[config.mk]
export PLATFORM = sky130hd
export DESIGN_NAME = lcd_update_scheduler
export DESIGN_NICKNAME = d
export VERILOG_FILES = /design/src/rtl/lcd_update_scheduler.sv
export SDC_FILE = /design/constraint.sdc
export NUM_CORES = 1
export LEC_CHECK = 0
export BUFFER_PORTS_ARGS = -buffer_cell sky130_fd_sc_hd__buf_4
export CAP_MARGIN = 20
export CELL_PAD_IN_SITES_DETAIL_PLACEMENT = 1
export CELL_PAD_IN_SITES_GLOBAL_PLACEMENT = 1
export CORE_MARGIN = 8
export CORE_UTILIZATION = 46
export DETAILED_ROUTE_END_ITERATION = 12
export GPL_ROUTABILITY_DRIVEN = 0
export PLACE_DENSITY = 0.88
export RECOVER_POWER = 50
export SLEW_MARGIN = 20
export SYNTH_ARGS = -nofsm -noshare
export SYNTH_HDL_FRONTEND = slang
export SYNTH_SLANG_ARGS = --single-unit
[constraint.sdc]
create_clock -name clk -period 4.2 [get_ports clk]
set_input_delay 0.63 -clock clk [delete_from_list [all_inputs] [get_ports clk]]
set_output_delay 0.63 -clock clk [all_outputs]
set_load 0.02 [all_outputs]
[src/rtl/lcd_update_scheduler.sv]
// Sequences every write to the character-LCD core: HD44780 power-up init, then a
// 16-character line-1 label rewrite whenever the filter selection changes.
module lcd_update_scheduler #(
    parameter int POWERUP_CYCLES   = 750000,
    parameter int GAP_CYCLES       = 2000,
    parameter int CLEAR_GAP_CYCLES = 82000
) (
    input  logic       clk,
    input  logic       rst_n,
    input  logic [1:0] current_state,
    output logic       wr_valid,
    output logic       wr_rs,
    output logic [7:0] wr_data,
    input  logic       wr_ready,
    output logic       busy,
    output logic       init_done
);

    localparam int MAX_WAIT = (POWERUP_CYCLES > CLEAR_GAP_CYCLES) ? POWERUP_CYCLES : CLEAR_GAP_CYCLES;
    localparam int CW       = $clog2(MAX_WAIT + 1);

    localparam logic [CW-1:0] ONE      = CW'(1);
    localparam logic [CW-1:0] PWR_LAST = CW'(POWERUP_CYCLES - 1);
    localparam logic [CW-1:0] GAP_LOAD = CW'(GAP_CYCLES);
    localparam logic [CW-1:0] CLR_LOAD = CW'(CLEAR_GAP_CYCLES);

    localparam logic [2:0] PWR_WAIT = 3'd0;
    localparam logic [2:0] INIT     = 3'd1;
    localparam logic [2:0] LOAD     = 3'd2;
    localparam logic [2:0] SET_ADDR = 3'd3;
    localparam logic [2:0] WRITE    = 3'd4;
    localparam logic [2:0] IDLE     = 3'd5;

    localparam logic [127:0] LABEL_0 = "NO FILTER       ";
    localparam logic [127:0] LABEL_1 = "BLUR            ";
    localparam logic [127:0] LABEL_2 = "EDGE DETECT     ";
    localparam logic [127:0] LABEL_3 = "INVERT          ";

    logic [2:0]    state;
    logic [CW-1:0] gap_cnt;
    logic [1:0]    init_idx;
    logic [3:0]    char_idx;
    logic [1:0]    snap;
    logic [1:0]    shown_state;
    logic          xfer;
    logic [CW-1:0] gap_load;

    function automatic logic [7:0] init_cmd(input logic [1:0] idx);
        case (idx)
            2'd0:    return 8'h38;
            2'd1:    return 8'h0C;
            2'd2:    return 8'h01;
            default: return 8'h06;
        endcase
    endfunction

    // Character 0 sits in the most significant byte of each string constant.
    function automatic logic [7:0] label_char(input logic [1:0] sel, input logic [3:0] idx);
        logic [127:0] text;
        case (sel)
            2'd0:    text = LABEL_0;
            2'd1:    text = LABEL_1;
            2'd2:    text = LABEL_2;
            default: text = LABEL_3;
        endcase
        return text[{~idx, 3'b000} +: 8];
    endfunction

    assign xfer     = wr_valid & wr_ready;
    assign gap_load = (!wr_rs && wr_data == 8'h01) ? CLR_LOAD : GAP_LOAD;
    assign busy     = (state != IDLE);

    // NOTE: all state updates use non-blocking assignments so every branch sees
    // the pre-edge values, regardless of statement order.
    always_ff @(posedge clk or negedge rst_n) begin
        if (!rst_n) begin
            state       <= PWR_WAIT;
            gap_cnt     <= '0;
            init_idx    <= 2'd0;
            char_idx    <= 4'd0;
            snap        <= 2'b00;
            shown_state <= 2'b00;
            wr_valid    <= 1'b0;
            wr_rs       <= 1'b0;
            wr_data     <= 8'h00;
            init_done   <= 1'b0;
        end else begin
            case (state)
                PWR_WAIT: begin
                    if (gap_cnt == PWR_LAST) begin
                        gap_cnt  <= '0;
                        init_idx <= 2'd0;
                        state    <= INIT;
                        wr_valid <= 1'b1;
                        wr_rs    <= 1'b0;
                        wr_data  <= init_cmd(2'd0);
                    end else begin
                        gap_cnt <= gap_cnt + ONE;
                    end
                end
                LOAD: begin
                    snap     <= current_state;
                    state    <= SET_ADDR;
                    wr_valid <= 1'b1;
                    wr_rs    <= 1'b0;
                    wr_data  <= 8'h80;
                end
                IDLE: begin
                    if (current_state != shown_state)
                        state <= LOAD;
                end
                INIT, SET_ADDR, WRITE: begin
                    if (wr_valid) begin
                        // Request held untouched until the core takes it.
                        if (xfer) begin
                            wr_valid <= 1'b0;
                            gap_cnt  <= gap_load;
                        end
                    end else if (gap_cnt > ONE) begin
                        gap_cnt <= gap_cnt - ONE;
                    end else begin
                        // Last gap cycle: the next request appears as the counter hits zero.
                        gap_cnt <= '0;
                        case (state)
                            INIT: begin
                                if (init_idx == 2'd3) begin
                                    init_done <= 1'b1;
                                    state     <= LOAD;
                                end else begin
                                    init_idx <= init_idx + 2'd1;
                                    wr_valid <= 1'b1;
                                    wr_rs    <= 1'b0;
                                    wr_data  <= init_cmd(init_idx + 2'd1);
                                end
                            end
                            SET_ADDR: begin
                                char_idx <= 4'd0;
                                state    <= WRITE;
                                wr_valid <= 1'b1;
                                wr_rs    <= 1'b1;
                                wr_data  <= label_char(snap, 4'd0);
                            end
                            default: begin
                                if (current_state != snap) begin
                                    state <= LOAD;
                                end else if (char_idx == 4'd15) begin
                                    shown_state <= snap;
                                    state       <= IDLE;
                                end else begin
                                    char_idx <= char_idx + 4'd1;
                                    wr_valid <= 1'b1;
                                    wr_rs    <= 1'b1;
                                    wr_data  <= label_char(snap, char_idx + 4'd1);
                                end
                            end
                        endcase
                    end
                end
                default: state <= PWR_WAIT;
            endcase
        end
    end

endmodule
* Word level (Yosys, flattened, before mapping)
Cells that the tools add are included.
** Word-level totals
- Logic and storage cells :: 127
- Input port bits :: 5
- Register bits after elaboration :: 44
- Output and inout bits :: 12
** Operators by class
- Bitwise logic cells :: 7
- Equal/unequal tests :: 30
- Shift-type cells :: 1
- Add/subtract/negate cells :: 4
- Order comparisons :: 1
- Reductions and logical operators :: 17
- Muxes and demuxes :: 57
** Operators with widths (number)
- $mux 128 :: 6
- $pmux 124 s3 :: 1
- $shiftx 128x8->8 :: 1
- $mux 20 :: 4
- $mux 8 :: 6
- $pmux 20 s2 :: 1
- $pmux 8 s3 :: 1
- $reduce_and 6->1 :: 4
- $mux 3 :: 7
- $add 20x1->20 const B :: 1
- $eq 20x20->1 const B :: 1
- $gt 20x1->1 const B :: 1
- $sub 20x1->20 const B :: 1
- $pmux 6 s3 :: 1
- $mux 17 :: 1
- $pmux 8 s2 :: 1
- $mux 1 :: 13
- $ne 2x2->1 const B :: 6
- $ne 3x3->1 const B :: 4
- $pmux 3 s4 :: 1
- $mux 2 :: 5
- $eq 8x1->1 const B :: 1
- $mux 4 :: 2
- $ne 4x4->1 const B :: 2
- other kinds (30) :: 45

* Logic depth before layout (Yosys ltp)
- Depth after elaboration :: 15
- Depth in mapped cells :: 9

* Worst setup path before layout
OpenSTA, ideal clock, no wires.
- Kind :: register -> register
- Start :: register gap_cnt[9]
- End :: register wr_data[2]
- Clock period less this slack :: 2.371 ns
- Stages on the path, launching flop included :: 8
- Buffers on the path :: 1
- Data arrival time :: 2.247 ns
- Path slack :: 1.829 ns
- Path through :: dfrtp_1 > buf_2 > nor3_2 > o2111ai_2 > nand3b_4 > a221o_1 > nor2_4 > mux2_2
** On the way
- Longest elaborated chain between the ends :: 3
- Elaborated cells between the ends (all ways) :: 5
- Classes of those cells :: order compare: 1; eq/ne: 3; reduce/logical: 1
** RTL lines
- start, declared :: RTL line 40 : logic [CW-1:0] gap_cnt;
- start signal, assigned :: RTL line 98 : gap_cnt <= gap_cnt + ONE;
- start signal, assigned :: RTL line 117 : gap_cnt <= gap_load;
- start signal, assigned :: RTL line 120 : gap_cnt <= gap_cnt - ONE;
- $gt 20x1->1 / $eq 20x20->1 (equally long branches) :: RTL line 119, 90
- $ne 2x2->1 (no source line)
- $reduce_and 7->1 (no source line) (*)
- end signal, assigned :: RTL line 133 : wr_data <= init_cmd(init_idx + 2'd1);
- end signal, assigned :: RTL line 141 : wr_data <= label_char(snap, 4'd0);
- end signal, assigned :: RTL line 153 : wr_data <= label_char(snap, char_idx + 4'd1);
- end, declared :: RTL line 13 : output logic [7:0] wr_data,
Every way passes the cells marked *; elsewhere a longest branch is shown, timed or not.
A chain may end at the register's enable or synchronous reset.

* Worst setup path in the final report
- Start :: register char_idx[0]
- End :: register wr_data[3]
** On the way
- Longest elaborated chain between the ends :: 9
- Elaborated cells between the ends (all ways) :: 12
- Classes of those cells :: add/sub: 1; eq/ne: 2; shift: 1; mux: 6; bitwise: 1; reduce/logical: 1
** RTL lines
- start, declared :: RTL line 42 : logic [3:0] char_idx;
- start signal, assigned :: RTL line 150 : char_idx <= char_idx + 4'd1;
- $add 4x1->4 :: RTL line 153
- $not 4->4 :: RTL line 66 : return text[{~idx, 3'b000} +: 8];
- $shiftx 128x8->8 :: RTL line 66
- $mux 8 :: RTL line 146 : end else if (char_idx == 4'd15) begin
- $mux 8 :: RTL line 144 : if (current_state != snap) begin
- $pmux 8 s2 :: RTL line 124 : case (state)
- $mux 8 :: RTL line 119 : end else if (gap_cnt > ONE) begin
- $mux 8 :: RTL line 113 : if (wr_valid) begin
- $pmux 8 s3 :: RTL line 88 : case (state)
- end signal, assigned :: RTL line 96 : wr_data <= init_cmd(2'd0);
- end signal, assigned :: RTL line 133
- end signal, assigned :: RTL line 141
Several ways; a longest one is shown, not always the timed one. The select of a mux whose other input is x is not followed.

==> impl_metrics.ini <==
[routing]
drc = 0
wl_per_cell_microns = 21.4
wl_microns = 12500
firstDrtPassIters = 4
vias = 3918
postRouteAntennaNets = 0
vias_per_cell = 6.72
drtIter0Drc = 285

[power_and_ir_drop]
ir_drop_mv = 0.479
p_leak_nw = 1.61
power_density_nw_per_um2 = 737

[critical_path]
startpoint_type = register
cp.required_ns = 4.45
reg2regPathDepth = 7
path_class = reg2reg
path_max_fanout = 27
end_kind = register
crit_arrival_ns = 3.51

[synth]
syn_area_sq_um = 3880
synth_xor_xnor_area_share_pct = 3.39
synth_top_area_cell = dfrtp_1
synth_cell_types = 76
synthCells = 490
synthMuxAreaShare_pct = 3.90
synth_top_area_share_pct = 28.4
ys_warn_count = 0
syn_nets = 509
synth_top_family_by_area = compound AO/OA/AOI/OAI gates
async_flop_share_pct = 100
ys_ff_latch = 44
synth_edf_count = 0
synth_common_cells = dfrtp_1, nor2_1, nand2_1
yosysSeqAreaShare_pct = 28.4
synth_adder_area_share_pct = 4.52
syn_avg_cell_area_sq_um = 7.92
synth.area.top_cells = dfrtp_1, o21ai_0, ha_1
synth_simple_gate_area_share_pct = 26.5
synth_ff_type = dfrtp_1
synth-compound-area-share_pct = 27.5
synth_most_common_cell = dfrtp_1

[clock_network]
post_cts_buffers = 0
htree_levels = 2
clkTransAtPathRegs_ns = 0.10
clk_path_buf_depth = 2
root_buffer = clkbuf_8
cts_sinks = 44
cts_tree = done
cts-buffers-inserted = 5
cts_resized = 0
clk_latency_ns = 0.31
hold_buffers = 0

[layout]
diodes = 0
syn_to_final_growth_pct = 5.71
fin_nets = 497
drive_above_1_share_pct = 9.41
fillers = 1010
utilization_pct = 49.9

[sta]
slew_headroom_pct = -75.4
max_slew.worst_pin.slew_ns = 2.63
rsz0062_at_grt = false
period_share_pct = 77.6
tns_ns = 0
setup_viol = 0
period_minus_slack_ns = 3.26
hold_viol = 0
skew_ns = 0.0119
finalMaxSlewViolations = 45
max_freq_ghz = 0.307

[die]
rows = 33
die_area_sq_um = 11600
core_sq_um = 8220
die_h_microns = 108
die_w_microns = 108
start_util_pct = 47.2
io_pins = 17

[grt]
grt_pass1_vias = 3922
grt_antenna_before_repair = 0
grt_usage_pct = 21.8
grt_pass1_wl_microns = 20800
grt_max_degree = 45
grt-ovfl-total = 0

[flow_run]
drv_cap = 1

[outcome]
violations = capacitance limit, slew limit
run_status = complete, but fails checks

[hold_path]
hold_class = reg2reg
worstHoldPathCells = 1

[placed_design]
portBuffers = 16
hpwl_microns = 8560
==> report_power, final <==
part	internal, W	switching, W
Combinational	0.000669	0.00113
Clock	0.000235	0.000164
Sequential	0.000561	0.000268
Total	0.00146	0.00156
==> worst paths after layout <==
path	startpoint	endpoint	slack, ns
worst max register to register	char_idx[0]$_DFFE_PN0P_	wr_data[3]$_DFFE_PN0P_	0.94
max in group asynchronous	rst_n	gap_cnt[9]$_DFFE_PN0P_	1.56
worst min-delay path	init_done$_DFFE_PN0P_	init_done$_DFFE_PN0P_	0.51
worst max-delay path	char_idx[0]$_DFFE_PN0P_	wr_data[3]$_DFFE_PN0P_	0.94
min in group asynchronous	rst_n	snap[1]$_DFFE_PN0N_	1.13
worst min register to register	init_done$_DFFE_PN0P_	init_done$_DFFE_PN0P_	0.51
==> routing by layer <==
| layer | GRT usage [%] | wire length (microns) | up-vias |
|---|---|---|---|
| met5 | 0 | 0 | - |
| li1 | - | - | 1792 |
| met2 | 34.0 | 5870 | 154 |
| met3 | 3.11 | 765 | 18 |
| met4 | 6.14 | 161 | 0 |
| met1 | 30.6 | 5680 | 1954 |
==> critical path, stage by stage (launching register included) <==
cell and delay [ns]:
dfrtp_1 0.71, ha_1 0.47, xnor2_1 0.69, nand3_1 0.19
a2111oi_0 0.59, nor3_1 0.11, nor3_1 0.27, mux2_1 0.18
==> state kept, by name (all words and copies together), names as in the netlist <==
register / count
wr_rs: 1
char_idx: 4
snap: 2
init_idx: 2
gap_cnt: 20
state: 3
init_done: 1
shown_state: 2
wr_valid: 1
wr_data: 8
==> per-stage QoR <==
stage,power (W),instance area [sq um],hold WS [ns],std cells,setup slack (ns)
5_1_grt,0.00322,4100,0.535,583,0.748
6_report,0.00302,4100,0.513,583,0.941
4_1_cts,0.00301,4130,0.346,583,1.06
3_3_place_gp,0.00250,4000,0.469,576,1.13
2_1_floorplan,0.00210,3880,0.334,490,1.83
3_5_place_dp,0.00259,4000,0.504,576,1.09
==> cells in the final DEF, fill, tap and decap left out, types with 5 or more instances in the layout <==
cell type / count
nor4_1: 7
mux2i_1: 5
a221oi_1: 6
mux2_2: 5
a211oi_1: 7
inv_1: 17
a21oi_1: 31
o31ai_1: 8
nor2b_1: 10
or3_1: 6
and3_1: 7
nand3_1: 19
xor2_1: 5
nor2_1: 42
or2_2: 5
xnor2_1: 10
dfrtp_1: 44
clkbuf_1: 7
clkbuf_8: 5
buf_4: 12
nand4_1: 5
o21ai_0: 38
nand2_1: 39
nand2b_1: 6
nor3_1: 18
ha_1: 14
a31oi_1: 12
==> area by class of cell <==
| type | instances | area [sq um] | share of cell area, % |
|---|---|---|---|
| multi-input cells | 391 | 2560 | 62.4 |
| clock inverters | 2 | 60.1 | 1.46 |
| well taps | 105 | 131 | 3.20 |
| clock buffers | 5 | 68.8 | 1.68 |
| flip-flops and latches | 44 | 1100 | 26.9 |
| inverters | 17 | 63.8 | 1.56 |
| repair buffers | 19 | 116 | 2.84 |
==> logic make-up after synthesis <==
| family | count (synthesis) |
|---|---|
| buffers and inverters | 55 |
| xor gates and xnor gates | 15 |
| and+or+nand+nor | 191 |
| AOI/OAI and AO/OA | 157 |
| muxes | 14 |
| DFF | 44 |
| adders and majority gates | 14 |
No activity file was read; power rests on OpenSTA's default activity.
